[config.mk]
export PLATFORM = sky130hd
export DESIGN_NAME = servo_motion_sequencer
export DESIGN_NICKNAME = d
export VERILOG_FILES = /design/src/rtl/servo_pkg.sv /design/src/rtl/servo_frame_tick.sv /design/src/rtl/servo_motion_sequencer.sv
export SDC_FILE = /design/constraint.sdc
export NUM_CORES = 1
export LEC_CHECK = 0
export ABC_AREA = 1
export CORE_ASPECT_RATIO = 0.8
export CORE_MARGIN = 2
export CORE_UTILIZATION = 41
export DETAILED_ROUTE_END_ITERATION = 8
export GPL_TIMING_DRIVEN = 1
export PLACE_DENSITY = 0.57
export SLEW_MARGIN = 20
export SYNTH_ARGS = -nofsm -noshare
export SYNTH_HDL_FRONTEND = slang
export SYNTH_SLANG_ARGS = --single-unit
export TNS_END_PERCENT = 20
[constraint.sdc]
create_clock -name Main_clock -period 3.76 [get_ports Main_clock]
set_clock_uncertainty 0.1 [all_clocks]
set_input_delay 0.94 -clock Main_clock [delete_from_list [all_inputs] [get_ports Main_clock]]
set_output_delay 0.94 -clock Main_clock [all_outputs]
set_load 0.01 [all_outputs]
[src/rtl/servo_pkg.sv]
// Shared types and constants for the servo motion sequencer.
package servo_pkg;

    localparam int POS_W  = 8;
    localparam int STEP_W = 4;

    typedef enum logic [1:0] {
        IDLE,
        MOVE,
        SETTLE
    } state_e;

    // Clock cycles per PWM frame: in_freq is in MHz, out_freq in Hz.
    function automatic int calc_period(input int in_freq, input int out_freq);
        longint p;
        p = (longint'(in_freq) * longint'(1000000)) / longint'(out_freq);
        return int'(p);
    endfunction

endpackage

[src/rtl/servo_frame_tick.sv]
// Free-running frame counter; tick marks the last cycle of each PWM frame.
module servo_frame_tick
    import servo_pkg::*;
#(
    parameter int in_freq  = 50,
    parameter int out_freq = 50
) (
    input  logic Main_clock,
    input  logic reset,
    output logic tick
);

    localparam int PERIOD = calc_period(in_freq, out_freq);
    localparam int CNT_W  = (PERIOD > 1) ? $clog2(PERIOD) : 1;
    localparam logic [CNT_W-1:0] LAST = CNT_W'(PERIOD - 1);

    logic [CNT_W-1:0] cnt_q, cnt_d;

    always_comb begin
        cnt_d = (cnt_q == LAST) ? '0 : cnt_q + 1'b1;
    end

    always_ff @(posedge Main_clock) begin
        if (reset) cnt_q <= '0;
        else       cnt_q <= cnt_d;
    end

    assign tick = (cnt_q == LAST);

endmodule

[src/rtl/servo_motion_sequencer.sv]
// Ramps duty_cycle toward commanded targets once per PWM frame, then settles and pulses done.
// Optional target clamping to [POS_MIN, POS_MAX] is enabled with SERVO_SOFT_LIMIT_EN.
module servo_motion_sequencer
    import servo_pkg::*;
#(
    parameter int               in_freq       = 50,
    parameter int               out_freq      = 50,
    parameter logic [POS_W-1:0] HOME_POS      = 8'd128,
    parameter int               SETTLE_FRAMES = 2,
    parameter logic [POS_W-1:0] POS_MIN       = 8'd0,
    parameter logic [POS_W-1:0] POS_MAX       = 8'd255
) (
    input  logic              Main_clock,
    input  logic              reset,
    input  logic              cmd_valid,
    output logic              cmd_ready,
    input  logic [POS_W-1:0]  cmd_target,
    input  logic [STEP_W-1:0] cmd_step,
    input  logic              hold,
    output logic [POS_W-1:0]  duty_cycle,
    output logic              busy,
    output logic              done
);

    localparam logic [3:0] SETTLE_LAST = (SETTLE_FRAMES > 0) ? 4'(SETTLE_FRAMES - 1) : 4'd0;

    logic tick;

    servo_frame_tick #(
        .in_freq (in_freq),
        .out_freq(out_freq)
    ) u_frame_tick (
        .Main_clock(Main_clock),
        .reset     (reset),
        .tick      (tick)
    );

    state_e             state_q, state_d;
    logic [POS_W-1:0]   duty_q, duty_d;
    logic [POS_W-1:0]   target_q, target_d;
    logic [STEP_W-1:0]  step_q, step_d;
    logic [3:0]         settle_q, settle_d;
    logic               done_q, done_d;
    logic [POS_W-1:0]   tgt_lim;

`ifdef SERVO_SOFT_LIMIT_EN
    assign tgt_lim = (cmd_target < POS_MIN) ? POS_MIN :
                     (cmd_target > POS_MAX) ? POS_MAX : cmd_target;
`else
    logic unused_limits;
    assign unused_limits = ^{POS_MIN, POS_MAX};
    assign tgt_lim = cmd_target;
`endif

    // 9-bit arithmetic so a carry or borrow snaps to the target instead of wrapping.
    logic [POS_W:0]   up_sum, dn_diff;
    logic [POS_W-1:0] up_next, dn_next;
    logic             frame_go;

    always_comb begin
        up_sum   = {1'b0, duty_q} + {5'b0, step_q};
        dn_diff  = {1'b0, duty_q} - {5'b0, step_q};
        up_next  = (up_sum >= {1'b0, target_q}) ? target_q : up_sum[POS_W-1:0];
        dn_next  = (dn_diff[POS_W] || (dn_diff[POS_W-1:0] <= target_q)) ? target_q
                                                                       : dn_diff[POS_W-1:0];
        frame_go = tick && !hold;
    end

    always_comb begin
        state_d  = state_q;
        duty_d   = duty_q;
        target_d = target_q;
        step_d   = step_q;
        settle_d = settle_q;
        done_d   = 1'b0;
        case (state_q)
            IDLE: begin
                if (cmd_valid) begin
                    target_d = tgt_lim;
                    step_d   = (cmd_step == '0) ? 4'd1 : cmd_step;
                    state_d  = MOVE;
                end
            end
            MOVE: begin
                if (frame_go) begin
                    if (duty_q == target_q) begin
                        if (SETTLE_FRAMES == 0) begin
                            state_d = IDLE;
                            done_d  = 1'b1;
                        end else begin
                            state_d  = SETTLE;
                            settle_d = 4'd0;
                        end
                    end else if (duty_q < target_q) begin
                        duty_d = up_next;
                    end else begin
                        duty_d = dn_next;
                    end
                end
            end
            SETTLE: begin
                if (frame_go) begin
                    if (settle_q == SETTLE_LAST) begin
                        state_d = IDLE;
                        done_d  = 1'b1;
                    end else begin
                        settle_d = settle_q + 4'd1;
                    end
                end
            end
            default: state_d = IDLE;
        endcase
    end

    always_ff @(posedge Main_clock) begin
        if (reset) begin
            state_q  <= IDLE;
            duty_q   <= HOME_POS;
            target_q <= '0;
            step_q   <= '0;
            settle_q <= '0;
            done_q   <= 1'b0;
        end else begin
            state_q  <= state_d;
            duty_q   <= duty_d;
            target_q <= target_d;
            step_q   <= step_d;
            settle_q <= settle_d;
            done_q   <= done_d;
        end
    end

    assign duty_cycle = duty_q;
    assign done       = done_q;
    assign cmd_ready  = (state_q == IDLE);
    assign busy       = (state_q != IDLE);

endmodule

==> flow_metrics.tcl <==
set metrics [dict create \
    syn-num-nets 590 \
    wl_mm 8.985 \
    clkSinkCount 47 \
    timing_hold_violations_final 0 \
    layout-drive-gt1-share_pct 6.619 \
    yosysUniqueCellTypes 37 \
    worstSetupStartpointType "flop" \
    antenna_found_initial 0 \
    dieArea_um2 9467 \
    layout_commonest_cell "nand2_1" \
    ys.warnings.count 0 \
    fin_ws_ns 0.3538 \
    start_util_pct 42.05 \
    fin_setup_tns_ns 0 \
    vias 3377 \
    rows 30 \
    fmaxAchievable_mhz 293.6 \
    grt_pass1_vias 3173 \
    routedWlPerCell_um 13.39 \
    drv_cap 0 \
    hold_path.class "reg -> reg" \
    synthArstFlopShare_pct 0 \
    synth_edf_count 0 \
    max-vdd-ir-drop_uv 177.0 \
    yosysSeqAreaShare_pct 26.38 \
    dp_hpwl_mm 7.037 \
    cts-root-buf "clkbuf_8" \
    slew-limit-headroom_pct 53.06 \
    avgViaCountPerCell 5.033 \
    grt_max_degree 25 \
    synthesis.area_um2 3567 \
    clkLatencyLatePin_ns 0.30 \
    cts_tree "built" \
    cts_resized 0 \
    io_pins 27 \
    grt_pass1_wl_mm 15.39 \
    cp.arrival_ns 3.55 \
    p_per_area_nw_per_um2 344.1 \
    fin_crit_sh_pct 90.59 \
    clock_path_buffers 2 \
    drtAntennaViolNets 0 \
    ys_ff_latch 47 \
    syn_inst 537 \
    crit_required_ns 3.90 \
    p_leak_nw 1.858 \
    worst_pin_slew_ns 0.7024 \
    end_kind "flop" \
    numCtsBuffers 5 \
    chipHeight_um 87.43 \
    portBuffers 26 \
    slew_viol_final 0 \
    mostFrequentLayoutCells "nand2_1, inv_1, nand3_1" \
    fin_nets 611 \
    grt-ovfl-total 0 \
    cts_hold_buffers 0 \
    drt_first_pass_iters 5 \
    crit_type "reg -> reg" \
    synth.avg_cell_area_um2 6.643 \
    ys.flop_type "dfxtp_1" \
    grt_setup_unrepaired "no" \
    fin_crit_ns 3.406 \
    pre_cts_ws_ns 0.3684 \
    die_x_um 108.3 \
    drcViolationCount 0 \
    crit_path_max_fanout 12 \
    gp_congestion 0.8534 \
    run_status "finished clean" \
    clk_pin_slew_ns 0.10 \
    area_delta_synth_final_pct 11.65 \
    drtIter0Drc 234 \
    diodes 0 \
    core_um2 8483 \
    setup_viol 0 \
    postCtsSetupRepairBufs 0 \
    htreeDepth 2 \
    grtUsageTotal_pct 20.55 \
]
registers in the layout (all words and copies together) (netlist names):
signal / cells
u_frame_tick.cnt_q: 20
target_q: 8
step_q: 4
done: 1
duty_cycle: 8
state_q: 2
settle_q: 4
path summary, 6_finish.rpt:
path                                            start                    end  slack, ns  cells past startpoint
worst max-delay path                    duty_cycle[0]          duty_cycle[7]       0.35                     21
worst min-delay path            u_frame_tick.cnt_q[0]  u_frame_tick.cnt_q[0]       0.36                      1
worst max register to register          duty_cycle[0]          duty_cycle[7]       0.35                     21
worst min register to register  u_frame_tick.cnt_q[0]  u_frame_tick.cnt_q[0]       0.36                      1
layout make-up:
class | instances | area [um^2]
clock inverters | 2 | 12.51
repair buffers | 27 | 267.8
multi-input cells | 394 | 2237
well taps | 112 | 140.1
fillers | 941 | 4501
flip-flops and latches | 47 | 940.9
inverters | 83 | 311.5
clock buffers | 6 | 72.57
worst max-delay path, cell delays in order (launching register included):
cell	delay, ns
dfxtp_1	0.35
inv_1	0.10
ha_1	0.17
inv_1	0.08
fa_1	0.40
nand2_1	0.07
nand2_1	0.05
nand2_1	0.11
nand3_1	0.09
nand2_1	0.15
inv_1	0.06
ha_1	0.26
nand2_1	0.06
nor2_1	0.20
nand2_1	0.08
nand2_1	0.35
nand2_1	0.24
a21oi_1	0.20
nand2_1	0.06
nand2_1	0.06
nand2_1	0.05
nand2_1	0.06
synth_stat cells, types with 3 or more instances:
cell / instances / share of area [%]
nand4_1: 12 / 2.1
o21ai_1: 9 / 1.3
buf_2: 5 / 0.70
a21oi_1: 47 / 6.6
ha_1: 35 / 12
nor2_2: 4 / 0.70
buf_6: 3 / 0.95
o21ai_0: 20 / 2.8
inv_1: 77 / 8.1
nor3_1: 11 / 1.5
dfxtp_1: 47 / 26
xor2_1: 7 / 1.7
nand3_1: 51 / 7.2
clkbuf_1: 3 / 0.32
nand3b_1: 3 / 0.63
nor2_1: 40 / 4.2
inv_2: 6 / 0.63
nand2_1: 127 / 13
metal layers:
layer	GRT usage [%]	up-vias	share of wire, %
li1	-	1778	-
met1	32.38	1505	53
met2	29.79	90	40
met3	2.767	4	6.6
met4	3.263	0	0.50
met5	0	-	0
power breakdown:
group          leakage (nW)  switching, mW  total (mW)  internal, mW
combinational          1.43          0.336       0.525         0.189
sequential            0.382         0.0142       0.535         0.521
clock                0.0412          0.180       0.310         0.131
logic make-up (layout without fill, tap and decap cells):
family,after synthesis,in the layout,share of synthesized area (%)
buffers and inverters,96,118,10.91
and+or+nand+nor,268,268,35.29
AOI/OAI and AO/OA,80,80,11.82
adders and majority gates,37,37,13.40
DFF,47,47,26.38
xor gates and xnor gates,9,9,2.210
stage by stage:
step	hold slack, ns	total power, mW	utilization (%)	instance area [um^2]	std cells
final	0.3593	1.370	46.95	3983	671
after detailed placement	0.3458	1.067	45.94	3897	663
after CTS	0.3596	1.377	46.95	3983	671
after global placement	0.3236	1.065	45.94	3897	663
after floorplan	0.3130	0.9295	-	3567	537
after global routing	0.4129	1.484	46.95	3983	671
(Power assumes the default switching activity.)
==> variant 1, RTL diff (same flow settings) <==
Set the package constant `POS_W` to 12 (it was 8).
--- a/src/rtl/servo_pkg.sv
+++ b/src/rtl/servo_pkg.sv
@@ -2,5 +2,5 @@
 package servo_pkg;
 
-    localparam int POS_W  = 8;
+    localparam int POS_W  = 12;
     localparam int STEP_W = 4;
 
Interface: changed (resized cmd_target and duty_cycle); port bits go from 27 to 35. No check against the original RTL was run, so the function may have changed too.
==> variant 1 against the original RTL <==
  * Total power up 11%
  * Non-clock buffer count up 15
  * Via count up 37%
  * Global-route usage up 0.65 points
  * Sequential cell count up 8
  * Hold slack better by 0.012 ns
  * Synthesized area up 29%
  * Final area up 32%
  * Combinational power down 18%
  * Routed wire length up 36%
  * Critical path depth down 1
  * Setup slack worse by 0.037 ns
  * Cell count up 33%
  * Largest power group unchanged
==> variant 1: results (changes against the original RTL) <==
[outcome]
status=finished clean

[route]
viasPerCell=5.18  ; +2.9%
drtIter0Drc=322  ; +38%
met3_length_um=1000  ; +69%
wl_met2_um=4770  ; +32%
wl_um=12300  ; +36%
via_count=4621  ; +37%
met1Wirelength_um=6390  ; +35%

[sta]
tightest_slew_ns=0.752  ; +0.0492 ns
hold_slack_ns=0.371  ; +0.0119 ns

[synthesis]
ys_top_cells_by_count=175 x nand2_1, 108 x inv_1, 82 x nand3_1
synthCells=718  ; +34%
ys_types=44  ; +19%
synth_area_leaders=dfxtp_1 24%, nand2_1 14%, ha_1 13%
synth-compound-area-share=0.0937  ; -0.0245
seq_area_frac_synth=0.238  ; -0.0254
synth-xor-area-share=0.0284  ; +0.00634
yosys.area_share.adder=0.136  ; +0.00198
synth_nets=787  ; +33%

[critical_path]
rrSetupSlack_ns=0.32  ; -0.04 ns
max_stage_delay_ns=0.45  ; +0.05 ns
rr_worst_depth=20  ; -4.8%
endpoint=duty_cycle[11]$_SDFFE_PP0P_
worstReg2RegStart=duty_cycle[0]$_SDFFE_PP0P_

[global_routing]
grtUsageMet1=0.334  ; +0.0101
grt_pass1_vias=4207  ; +33%
grt_util_met3=0.0376  ; +0.00994
grt_pass1_wl_um=20600  ; +34%
grt_max_degree=33  ; +32%
grtUsageMet2=0.295  ; -0.00337
track_usage=0.212  ; +0.00653

[place]
gp_congestion=0.917  ; +7.5%
io_buffers=34  ; +31%
place_hpwl_um=9910  ; +41%
dp_cells=882  ; +33%

[power]
p_total_mw=1.52  ; +11%
p_seq_uw=609  ; +14%
leakage_nw=2.60  ; +40%
p_comb_uw=430  ; -18%
p_switching_uw=516  ; -2.6%

[clocking]
cts_root_buf=clkbuf_16
cts.clk_slew.worst_paths_ns=0.07  ; -0.03 ns

[final_layout]
drive_gt1_frac=0.0762  ; +0.0100
nNetsFinal=816  ; +34%

-- variant 1: cell count changes after synthesis, sizes merged, moves of 3 or more --
cell / delta
clkinv: +4
nor3: -6
nand2: +50
ha: +12
nand4: +4
nor2: +31
nand3: +34
dfxtp: +8
clkbuf: +3
inv: +33
buf: +4
xor2: +5
-- variant 1: cell type report --
| cell class | instances | area (sq um) |
|---|---|---|
| Fill cell | 1137 | 5690 |
| Multi-Input combinational cell | 523 | 2960 |
| Sequential cell | 55 | 1100 |
| Inverter | 120 | 457 |
| Timing Repair Buffer | 42 | 400 |
| Tap cell | 144 | 180 |
| Clock buffer | 6 | 129 |
| Clock inverter | 2 | 12.5 |
-- variant 1: through the flow --
step                instance area (sq um)  setup WS [ns]
floorplan                            4620          0.809
global placement                     5070          0.294
detailed placement                   5070          0.279
CTS                                  5210          0.259
global route                         5240         0.0304
finish                               5240          0.316
-- variant 1: timing repair --
item	4_1_cts	5_1_grt
hold buffers	0	0
resized for setup	0	4
setup endpoints to repair	0	9
setup buffers	0	2
==> variant 2, RTL diff (config.mk and constraints unchanged) <==
Made on the original files. Encoding of `state_e`: now one-hot (3 bits for 3 states).
--- a/src/rtl/servo_pkg.sv
+++ b/src/rtl/servo_pkg.sv
@@ -5,8 +5,8 @@
     localparam int STEP_W = 4;
 
-    typedef enum logic [1:0] {
-        IDLE,
-        MOVE,
-        SETTLE
+    typedef enum logic [2:0] {
+        IDLE   = 3'b001,
+        MOVE   = 3'b010,
+        SETTLE = 3'b100
     } state_e;
 
Formal check against the unedited RTL: no difference found for any inputs over 10 cycles, from zero or initial values and one cycle with reset high; not proved beyond that.
==> variant 2 against the original RTL <==
  * Die area up 1.6%
  * Non-clock buffer count stayed put
  * Fmax is 8.0% higher
  * Synthesized cell count decreased by 0.19%
  * Critical path depth decreased by 6
  * Setup slack improved by 0.25 ns
  * Largest cell class unchanged
  * Core utilization increased by 1.2 points
  * Total power is 11% higher
  * Routed wire length increased by 2.1%
  * Final area is 2.9% higher
  * Synthesized area is 1.7% higher
  * Sequential cell count rose by 1
==> variant 2: results (changes against the original RTL) <==
[outcome]
status=finished clean

[synthesis]
ys_types=40  ; +8.1%
ys_ff_latch=48  ; +2.1%
seq_area_frac_synth=0.265  ; +0.00115
synth-compound-area-share=0.113  ; -0.00506
synth-xor-area-share=0.0266  ; +0.00446
avgSynthCellArea_sq_um=6.77  ; +1.9%
synth_area_sq_um=3630  ; +1.7%
ys_top_cells_by_count=118 x nand2_1, 88 x inv_1, 52 x nand3_1
yosys.area_share.adder=0.132  ; -0.00222
synth_area_leaders=dfxtp_1 26%, nand2_1 12%, ha_1 12%
synth_nets=589  ; -0.17%

[global_routing]
grtUsageMet1=0.325  ; +0.000805
track_usage=0.204  ; -0.00180
grt_pass1_vias=3012  ; -5.1%
grt_max_degree=26  ; +4.0%
antenna_found_initial=0  ; unchanged
grtUsageMet2=0.281  ; -0.0167
grt_util_met3=0.0387  ; +0.0110
grt_pass1_wl_um=15200  ; -1.1%

[route]
viasPerCell=5.05  ; +0.32%
wl_met2_um=3470  ; -3.8%
wl_per_cell_um=13.6  ; +1.7%
met3_length_um=404  ; -32%
drtIter0Drc=292  ; +25%
drtPass1Iterations=5  ; unchanged
met1Wirelength_um=5210  ; +9.9%

[final_layout]
multi_input_cells=388  ; -1.5%
multiInputGateArea_sq_um=2280  ; +2.0%
fill_cells=887  ; -5.7%
buffer_area_frac=0.0653  ; -0.00191
clk_share=0.0263  ; +0.00489
fin_util=0.481  ; +0.0116
num-nonclk-buffers=27  ; unchanged
final_cells=674  ; +0.45%
seq_area_frac=0.234  ; -0.00182
inverters=91  ; +9.6%
drive_gt1_frac=0.0623  ; -0.00391
nNetsFinal=614  ; +0.49%
largest_reg_flops=20  ; unchanged

[sta]
relSlewSlack=0.465  ; -0.0658
fin_crit_ns=3.15  ; -0.252 ns

[place]
place_hpwl_um=7130  ; +1.3%
placed_cell_area_sq_um=3990  ; +2.4%
gp_congestion=0.869  ; +1.8%
place_ws_ns=0.667  ; +0.298 ns

[clocking]
htreeDepth=2  ; unchanged
cts_setup_buffers=0  ; unchanged
clockBufferDepth=2  ; unchanged
cts_resized=0  ; unchanged

[power]
leakage_nw=1.90  ; +2.1%
peakVddDrop_v=0.000170  ; -3.8%

[critical_path]
cp_data_arrival_time_ns=3.29  ; -0.26 ns
worstReg2RegStart=duty_cycle[0]$_SDFFE_PP0P_
max_stage_delay_ns=0.41
cp_max_fo=9  ; -3

[worst_hold_path]
hold_class=reg -> reg
min_from=u_frame_tick.cnt_q[0]$_SDFF_PP0_

[variant 2: changes by cell type after synthesis, sizes merged, moves of 3 or more]
cell   delta
nand2     -9
a21oi     -8
inv       +8
buf       -6
nor4      +5
nor3      +4
o21ai     -4
nand3     +3
or2       -3
[variant 2: power breakdown]
group          internal, mW  switching, mW
combinational         0.213          0.378
clock                 0.198          0.180
sequential            0.535         0.0148
[variant 2: path summary, 6_finish.rpt]
check                                     end  slack [ns]  cells after the start
max                duty_cycle[6]$_SDFFE_PP0P_        0.61                     15
min          u_frame_tick.cnt_q[0]$_SDFF_PP0_        0.35                      1
max reg2reg        duty_cycle[6]$_SDFFE_PP0P_        0.61                     15
min reg2reg  u_frame_tick.cnt_q[0]$_SDFF_PP0_        0.35                      1
[variant 2: cells by family after synthesis]
logic type	after synthesis
simple gates	265
buf+inv	100
compound gates	75
flops	48
fa+ha+maj	37
xor+xnor	11
